## src/rtl/mem_port_arbiter_if.sv

```systemverilog
// Bundle of every signal around the fetch/memory-stage arbiter: pipeline requests, the shared memory port and the completion/stall outputs.
// master: the arbiter's view. It drives the shared memory port and the done/stall/status outputs.
// slave: the environment's view (pipeline plus memory). It drives the requests and the memory responses.
interface mem_port_arbiter_if;
    // fetch stage
    logic        f_req;
    logic [63:0] f_pc;
    logic        f_flush;
    logic        f_done;
    logic [79:0] f_instr;
    logic        f_stall;
    // memory stage
    logic        m_req;
    logic        m_we;
    logic [63:0] m_addr;
    logic [63:0] m_wdata;
    logic        m_done;
    logic [63:0] m_rdata;
    logic        m_stall;
    // shared memory port
    logic [63:0] mem_addr;
    logic [63:0] mem_wdata;
    logic        mem_valid;
    logic        mem_we;
    logic [63:0] mem_rdata;
    logic        mem_ready;
    logic        mem_err;
    // status
    logic        adr_err;

    modport master (
        input  f_req, f_pc, f_flush, m_req, m_we, m_addr, m_wdata,
        input  mem_rdata, mem_ready, mem_err,
        output f_done, f_instr, f_stall, m_done, m_rdata, m_stall,
        output mem_addr, mem_wdata, mem_valid, mem_we, adr_err
    );

    modport slave (
        output f_req, f_pc, f_flush, m_req, m_we, m_addr, m_wdata,
        output mem_rdata, mem_ready, mem_err,
        input  f_done, f_instr, f_stall, m_done, m_rdata, m_stall,
        input  mem_addr, mem_wdata, mem_valid, mem_we, adr_err
    );
endinterface

```

## src/rtl/mem_port_arbiter.sv

```systemverilog
// Purpose: shares one memory port between instruction fetch (two beats, 10 bytes) and data access (one beat).
// Latency: m_done is registered and pulses 1 cycle after the grant at the earliest. f_done pulses 2 cycles after the grant at the earliest.
// Backpressure: f_stall and m_stall stay high until the matching done pulse. A memory error or a beat timeout halts the block until rst.
// Ports: clk and rst (synchronous, active-high). bus_io carries the requests, the shared memory port and the results.
module mem_port_arbiter #(
    parameter int TMO = 16
) (
    input  logic                clk,
    input  logic                rst,
    mem_port_arbiter_if.master  bus_io
);

    localparam logic [2:0] S_IDLE     = 3'd0;
    localparam logic [2:0] S_M_ACC    = 3'd1;
    localparam logic [2:0] S_F_B0     = 3'd2;
    localparam logic [2:0] S_F_B1     = 3'd3;
    localparam logic [2:0] S_HALT_ERR = 3'd4;

    localparam int CW = $clog2(TMO + 1);

    logic [2:0]    state_q,   state_d;
    logic [63:0]   pc_q,      pc_d;
    logic [63:0]   addr_q,    addr_d;
    logic [63:0]   wdata_q,   wdata_d;
    logic          we_q,      we_d;
    logic [63:0]   lo_q,      lo_d;
    logic          flush_q,   flush_d;
    logic [CW-1:0] cnt_q,     cnt_d;
    logic          f_done_q,  f_done_d;
    logic          m_done_q,  m_done_d;
    logic [79:0]   f_instr_q, f_instr_d;
    logic [63:0]   m_rdata_q, m_rdata_d;
    logic          adr_err_q, adr_err_d;

    logic in_beat;
    logic tmo_hit;
    logic beat_end;
    logic beat_err;
    logic flushed;
    logic halted;

    assign in_beat  = (state_q == S_M_ACC) || (state_q == S_F_B0) || (state_q == S_F_B1);
    assign halted   = (state_q == S_HALT_ERR);
    // The TMO-th cycle without mem_ready ends the beat as if memory had answered with an error.
    assign tmo_hit  = in_beat && !bus_io.mem_ready && (cnt_q == CW'(TMO - 1));
    assign beat_end = in_beat && (bus_io.mem_ready || tmo_hit);
    assign beat_err = beat_end && ((bus_io.mem_ready && bus_io.mem_err) || tmo_hit);
    // A flush can arrive on any cycle of a fetch beat, so it is remembered until the beat ends.
    assign flushed  = flush_q || bus_io.f_flush;

    always_comb begin
        state_d   = state_q;
        pc_d      = pc_q;
        addr_d    = addr_q;
        wdata_d   = wdata_q;
        we_d      = we_q;
        lo_d      = lo_q;
        flush_d   = flush_q;
        f_instr_d = f_instr_q;
        m_rdata_d = m_rdata_q;
        adr_err_d = adr_err_q;
        f_done_d  = 1'b0;
        m_done_d  = 1'b0;
        // The count restarts at every beat entry: it is zero on leaving IDLE and after every beat end.
        cnt_d     = (in_beat && !beat_end) ? cnt_q + 1'b1 : '0;

        case (state_q)
            S_IDLE: begin
                flush_d = 1'b0;
                // A request whose done pulse is showing this cycle has already been served.
                // The requester drops it on this edge, so it must not be granted again.
                if (bus_io.m_req && !m_done_q) begin
                    state_d = S_M_ACC;
                    addr_d  = bus_io.m_addr;
                    wdata_d = bus_io.m_wdata;
                    we_d    = bus_io.m_we;
                end else if (bus_io.f_req && !bus_io.f_flush && !f_done_q) begin
                    state_d = S_F_B0;
                    pc_d    = bus_io.f_pc;
                end
            end
            S_M_ACC: begin
                if (beat_end) begin
                    m_done_d = 1'b1;
                    if (beat_err) begin
                        adr_err_d = 1'b1;
                        state_d   = S_HALT_ERR;
                    end else begin
                        if (!we_q) begin
                            m_rdata_d = bus_io.mem_rdata;
                        end
                        state_d = S_IDLE;
                    end
                end
            end
            S_F_B0: begin
                flush_d = beat_end ? 1'b0 : flushed;
                if (beat_end) begin
                    if (beat_err) begin
                        f_done_d  = 1'b1;
                        adr_err_d = 1'b1;
                        state_d   = S_HALT_ERR;
                    end else begin
                        lo_d    = bus_io.mem_rdata;
                        state_d = flushed ? S_IDLE : S_F_B1;
                    end
                end
            end
            S_F_B1: begin
                flush_d = beat_end ? 1'b0 : flushed;
                if (beat_end) begin
                    state_d = S_IDLE;
                    if (beat_err) begin
                        f_done_d  = 1'b1;
                        adr_err_d = 1'b1;
                        state_d   = S_HALT_ERR;
                    end else if (!flushed) begin
                        f_done_d  = 1'b1;
                        f_instr_d = {bus_io.mem_rdata[15:0], lo_q};
                    end
                end
            end
            default: begin
                // Only rst leaves HALT_ERR.
                state_d = S_HALT_ERR;
            end
        endcase
    end

    always_ff @(posedge clk) begin
        if (rst) begin
            state_q   <= S_IDLE;
            pc_q      <= '0;
            addr_q    <= '0;
            wdata_q   <= '0;
            we_q      <= 1'b0;
            lo_q      <= '0;
            flush_q   <= 1'b0;
            cnt_q     <= '0;
            f_done_q  <= 1'b0;
            m_done_q  <= 1'b0;
            f_instr_q <= '0;
            m_rdata_q <= '0;
            adr_err_q <= 1'b0;
        end else begin
            state_q   <= state_d;
            pc_q      <= pc_d;
            addr_q    <= addr_d;
            wdata_q   <= wdata_d;
            we_q      <= we_d;
            lo_q      <= lo_d;
            flush_q   <= flush_d;
            cnt_q     <= cnt_d;
            f_done_q  <= f_done_d;
            m_done_q  <= m_done_d;
            f_instr_q <= f_instr_d;
            m_rdata_q <= m_rdata_d;
            adr_err_q <= adr_err_d;
        end
    end

    // The port signals decode from registered state only, so they hold steady for the whole beat.
    always_comb begin
        bus_io.mem_addr = '0;
        case (state_q)
            S_M_ACC: bus_io.mem_addr = addr_q;
            S_F_B0:  bus_io.mem_addr = pc_q;
            S_F_B1:  bus_io.mem_addr = pc_q + 64'd8;
            default: bus_io.mem_addr = '0;
        endcase
    end

    assign bus_io.mem_valid = in_beat;
    assign bus_io.mem_we    = (state_q == S_M_ACC) && we_q;
    assign bus_io.mem_wdata = (state_q == S_M_ACC) ? wdata_q : '0;

    assign bus_io.f_done  = f_done_q;
    assign bus_io.m_done  = m_done_q;
    assign bus_io.f_instr = f_instr_q;
    assign bus_io.m_rdata = m_rdata_q;
    assign bus_io.adr_err = adr_err_q;
    assign bus_io.f_stall = halted || (bus_io.f_req && !f_done_q);
    assign bus_io.m_stall = halted || (bus_io.m_req && !m_done_q);

endmodule

```

## src/flat_wrapper.sv

```systemverilog
// flat-port wrapper written by rule: the top's interface ports become plain ports
module mem_port_arbiter_flat 
#(
    parameter int TMO = 16
)
  (clk, rst, bus_io_f_req, bus_io_f_pc, bus_io_f_flush, bus_io_m_req, bus_io_m_we, bus_io_m_addr, bus_io_m_wdata, bus_io_mem_rdata, bus_io_mem_ready, bus_io_mem_err, bus_io_f_done, bus_io_f_instr, bus_io_f_stall, bus_io_m_done, bus_io_m_rdata, bus_io_m_stall, bus_io_mem_addr, bus_io_mem_wdata, bus_io_mem_valid, bus_io_mem_we, bus_io_adr_err);
  mem_port_arbiter_if bus_io_i ();
  input  logic clk;
  input  logic rst;
  input wire logic [$bits(bus_io_i.f_req)-1:0] bus_io_f_req;
  input wire logic [$bits(bus_io_i.f_pc)-1:0] bus_io_f_pc;
  input wire logic [$bits(bus_io_i.f_flush)-1:0] bus_io_f_flush;
  input wire logic [$bits(bus_io_i.m_req)-1:0] bus_io_m_req;
  input wire logic [$bits(bus_io_i.m_we)-1:0] bus_io_m_we;
  input wire logic [$bits(bus_io_i.m_addr)-1:0] bus_io_m_addr;
  input wire logic [$bits(bus_io_i.m_wdata)-1:0] bus_io_m_wdata;
  input wire logic [$bits(bus_io_i.mem_rdata)-1:0] bus_io_mem_rdata;
  input wire logic [$bits(bus_io_i.mem_ready)-1:0] bus_io_mem_ready;
  input wire logic [$bits(bus_io_i.mem_err)-1:0] bus_io_mem_err;
  output wire logic [$bits(bus_io_i.f_done)-1:0] bus_io_f_done;
  output wire logic [$bits(bus_io_i.f_instr)-1:0] bus_io_f_instr;
  output wire logic [$bits(bus_io_i.f_stall)-1:0] bus_io_f_stall;
  output wire logic [$bits(bus_io_i.m_done)-1:0] bus_io_m_done;
  output wire logic [$bits(bus_io_i.m_rdata)-1:0] bus_io_m_rdata;
  output wire logic [$bits(bus_io_i.m_stall)-1:0] bus_io_m_stall;
  output wire logic [$bits(bus_io_i.mem_addr)-1:0] bus_io_mem_addr;
  output wire logic [$bits(bus_io_i.mem_wdata)-1:0] bus_io_mem_wdata;
  output wire logic [$bits(bus_io_i.mem_valid)-1:0] bus_io_mem_valid;
  output wire logic [$bits(bus_io_i.mem_we)-1:0] bus_io_mem_we;
  output wire logic [$bits(bus_io_i.adr_err)-1:0] bus_io_adr_err;
  assign bus_io_i.f_req = bus_io_f_req;
  assign bus_io_i.f_pc = bus_io_f_pc;
  assign bus_io_i.f_flush = bus_io_f_flush;
  assign bus_io_i.m_req = bus_io_m_req;
  assign bus_io_i.m_we = bus_io_m_we;
  assign bus_io_i.m_addr = bus_io_m_addr;
  assign bus_io_i.m_wdata = bus_io_m_wdata;
  assign bus_io_i.mem_rdata = bus_io_mem_rdata;
  assign bus_io_i.mem_ready = bus_io_mem_ready;
  assign bus_io_i.mem_err = bus_io_mem_err;
  assign bus_io_f_done = bus_io_i.f_done;
  assign bus_io_f_instr = bus_io_i.f_instr;
  assign bus_io_f_stall = bus_io_i.f_stall;
  assign bus_io_m_done = bus_io_i.m_done;
  assign bus_io_m_rdata = bus_io_i.m_rdata;
  assign bus_io_m_stall = bus_io_i.m_stall;
  assign bus_io_mem_addr = bus_io_i.mem_addr;
  assign bus_io_mem_wdata = bus_io_i.mem_wdata;
  assign bus_io_mem_valid = bus_io_i.mem_valid;
  assign bus_io_mem_we = bus_io_i.mem_we;
  assign bus_io_adr_err = bus_io_i.adr_err;
  mem_port_arbiter #(.TMO(TMO)) u_core (.clk(clk), .rst(rst), .bus_io(bus_io_i));
endmodule
```

## config.mk

```make
export PLATFORM = sky130hd
export DESIGN_NAME = mem_port_arbiter_flat
export DESIGN_NICKNAME = d
export VERILOG_FILES = /design/src/rtl/mem_port_arbiter_if.sv /design/src/rtl/mem_port_arbiter.sv /design/src/flat_wrapper.sv
export SDC_FILE = /design/constraint.sdc
export NUM_CORES = 1
export LEC_CHECK = 0
export BUFFER_PORTS_ARGS = -buffer_cell sky130_fd_sc_hd__buf_2
export CAP_MARGIN = 40
export CORE_MARGIN = 5
export CORE_UTILIZATION = 40
export CTS_BUF_LIST = sky130_fd_sc_hd__clkbuf_4 sky130_fd_sc_hd__clkbuf_8
export DETAILED_ROUTE_END_ITERATION = 12
export PLACE_DENSITY_LB_ADDON = 0.3
export SYNTH_ARGS = -nofsm -noshare
export SYNTH_HDL_FRONTEND = slang
export SYNTH_SLANG_ARGS = --single-unit
```

## constraint.sdc

```tcl
create_clock -name clk -period 2.25 [get_ports clk]
set_input_delay 0.225 -clock clk [delete_from_list [all_inputs] [get_ports clk]]
set_output_delay 0.225 -clock clk [all_outputs]
set_load 0.005 [all_outputs]
```

==> results.yml <==
job:
  drv_cap: 0
grt:
  antenna_found_initial: 5
  grt_max_degree: 91
  grt_pass1_vias: 19900
  grt_pass1_wl_um: 107000
  grt_use_total_pct: 28.4
  grt_remaining_overflow: 0
clocking:
  cts_tree: "yes"
  htree_levels: 3
  numClockSinks: 413
  root_buffer: "clkbuf_8"
  clockBufferDepth: 3
  path_clk_slew_ns: 0.07
  numCtsBuffers: 73
  insertion_delay_ns: 0.65
timing:
  min_period_ns: 3.06
  rsz0062_at_grt: "true"
  max_freq_ghz: 0.326
  setup_viol: 535
  period_share_pct: 136
  relSlewSlack_pct: 43.0
  slew_viol_final: 0
  worstMarginPinSlew_ns: 0.855
  fin_worst_skew_ns: 0.0276
  finalHoldViolCount: 0
  fin_ws_ns: -0.813
  whs_ns: 0.0223
synthesis:
  synth-edff-count: 0
  yosys.area.top_type: "dfxtp_1"
  syn_area_mm2: 0.0169
  synth_top_cell_area_share_pct: 49.0
  seq_area_frac_synth_pct: 49.0
  synthDistinctLibCells: 56
  syn-num-nets: 2531
  yosysWarnings: 0
  syn_inst: 2264
  syn_avg_cell_area_um2: 7.45
  synthArstFlopShare_pct: 0
  ys_ff_latch: 413
  yosys-top-cells-area: "dfxtp_1 49%, nand2_1 20%, a21oi_1 12%"
  synth_ff_type: "dfxtp_1"
setup_path:
  cp_data_required_time_ns: 2.03
  critPathSlowestCell: "or4b_4"
  r2r-start: "u_core.state_q[0]$_SDFFE_PP0P_"
  cp-start-kind: "flop"
  critPathMaxFanout: 7
  cp_slowest_stage_delay_ns: 0.64
  crit_type: "reg2out"
  worstPathCellList: "nand4_4, or3_4, or4b_4, xor2_1, o21ai_0, buf_2"
  cp-startpoint: "u_core.pc_q[35]$_SDFFE_PP0P_"
  critPathArrivalTime_ns: 2.84
  critPathCaptureType: "output pin"
  cp_top_family: "simple AND/OR/NAND/NOR gates"
  crit_buf_inv: 1
power:
  power.density_mw_per_mm2: 819
  leakage_nw: 12.0
  ir_drop_uv: 890
route:
  vias: 20800
  drt_wl_total_um: 78500
  drtAntennaViolNets: 0
  post_drt_wl_per_cell_um: 20.7
  drt_iter0_markers: 1878
  via_per_inst: 5.49
  drc_errors: 0
  drt-pass1-iter-count: 8
place:
  place_hpwl_um: 43400
  placed_area_mm2: 0.0208
  gp_congestion: 0.893
  io_buffers: 542
hold_path:
  min_path_type: "in2reg"
  hp-start: "rst"
floorplan:
  fp.dieW_um: 215
  die_y_um: 215
  core-area_mm2: 0.0419
  die-area_mm2: 0.0463
  ios: 543
  start_util_pct: 40.3
  num_rows: 75
outcome:
  violations: "setup timing"
  status: "finished, violations left"
cells_and_area:
  nFillCells: 3090
  finish.instance_area_mm2: 0.0281
  layout_common_cells: "794 x nand2_1, 502 x buf_2, 391 x dfxtp_1, 352 x a21oi_1, 258 x dlygate4sd3_1"
  utilization_pct: 67.2
  num-nets-final: 3462
  drive_gt1_share_pct: 37.1
  area_growth_pct: 66.8
  mostFrequentLayoutCell: "nand2_1"
-- per-stage QoR --
| step | power, mW | worst slack, ns | setup TNS, ns | cells |
|---|---|---|---|---|
| floorplan | 10.9 | 0.0503 | 0 | 2264 |
| global placement | 12.7 | -0.0757 | -0.299 | 3308 |
| detailed placement | 12.8 | -0.121 | -0.690 | 3308 |
| CTS | 21.7 | -0.708 | -38.28 | 3739 |
| global route | 23.9 | -0.903 | -226.84 | 3795 |
| finish | 23.0 | -0.813 | -165.64 | 3796 |
-- worst paths after layout --
check | slack, ns | endpoint | cells after the start
worst max-delay path | -0.81 | bus_io_mem_addr[46] | 6
worst min register to register | 0.43 | u_core.bus_io.f_instr[49]$_SDFFE_PP0P_ | 2
worst min-delay path | 0.02 | u_core.bus_io.m_rdata[56]$_SDFFE_PP0P_ | 2
worst max register to register | -0.52 | u_core.bus_io.m_rdata[62]$_SDFFE_PP0P_ | 16
-- report_power, final --
| group | leakage [nW] | switching, mW | internal, mW |
|---|---|---|---|
| combinational | 7.75 | 3.81 | 3.01 |
| clock | 0.862 | 3.35 | 4.36 |
| sequential | 3.36 | 0.470 | 8.03 |
| total | 12.0 | 7.63 | 15.4 |
-- final cells by class --
| type | count | area (um^2) | area share (%) |
|---|---|---|---|
| Timing Repair Buffer | 1019 | 8170 | 29.1 |
| Clock inverter | 18 | 179 | 0.636 |
| Multi-Input combinational cell | 1681 | 9310 | 33.1 |
| Clock buffer | 114 | 1440 | 5.14 |
| Sequential cell | 413 | 8300 | 29.5 |
| Antenna cell | 5 | 12.5 | 0.0445 |
| Inverter | 7 | 30.0 | 0.107 |
| Tap cell | 539 | 674 | 2.40 |
-- worst register-to-register path, stage by stage (launching register included) --
cell	delay, ns
dfxtp_2	0.33
buf_6	0.11
buf_6	0.10
buf_6	0.10
buf_8	0.12
buf_6	0.12
buf_6	0.11
buf_6	0.10
buf_6	0.11
buf_8	0.12
o21ba_4	0.20
nand2_2	0.05
nand2_2	0.05
or4_4	0.59
clkbuf_16	0.27
nand2_1	0.09
a21oi_2	0.05
-- state kept, by name (all words and copies together) (netlist names), 3 cells and up --
register / count
u_core.state_q: 3
u_core.bus_io.m_rdata: 64
u_core.addr_q: 64
u_core.pc_q: 64
u_core.bus_io.f_instr: 80
u_core.wdata_q: 64
u_core.lo_q: 64
u_core.cnt_q: 5
-- logic make-up (layout without fill, tap and decap cells) --
kind of cell    Yosys count  in the layout  share of synthesized area, %
other cells               0              5                             0
simple gates           1137           1137                          29.1
xor+xnor                 45             45                          2.34
buf+inv                 170           1158                          3.98
flops                   413            413                          49.0
mux                       2              2                         0.119
compound gates          494            494                          15.1
fa+ha+maj                 3              3                         0.223
-- per-layer routing --
layer	global-route usage (%)	routed length (um)	share of wire (%)
met1	32.8	29000	37
met2	47.9	37000	47
met5	0	0	0
met3	7.74	7360	9.4
met4	15.7	5130	6.5
-- timing repair --
item / CTS / global route
endpoints found under the hold margin: 339 / 0
setup buffers: 33 / 42
hold buffers: 258 / 0
pin swaps: 39 / 148
setup endpoints to repair: 130 / 195
gates resized for setup: 158 / 366
gates cloned: 10 / 19
-- cell usage after synthesis, types with 2 or more instances --
master,count
nor4_2,3
nand3_1,37
o21ai_0,43
nand4_2,2
mux2i_1,2
buf_1,3
dfxtp_1,413
a22o_1,4
a21oi_1,417
nor3_1,11
nor4_4,4
inv_1,7
nor3b_1,3
o21ai_2,2
nand2b_1,3
o211ai_1,3
and4_1,6
nand2_1,892
nor4_1,8
a32oi_1,4
nand4_1,19
clkbuf_1,148
xnor2_1,22
nor2_1,38
buf_2,7
or3_4,2
buf_6,2
nor4b_1,5
ha_1,3
buf_4,2
or4_1,3
xor2_1,23
o21ai_1,10
and2_1,69
a21o_1,2
nor2b_1,5
and3_1,14
nor3_2,5
(Power assumes the default switching activity.)
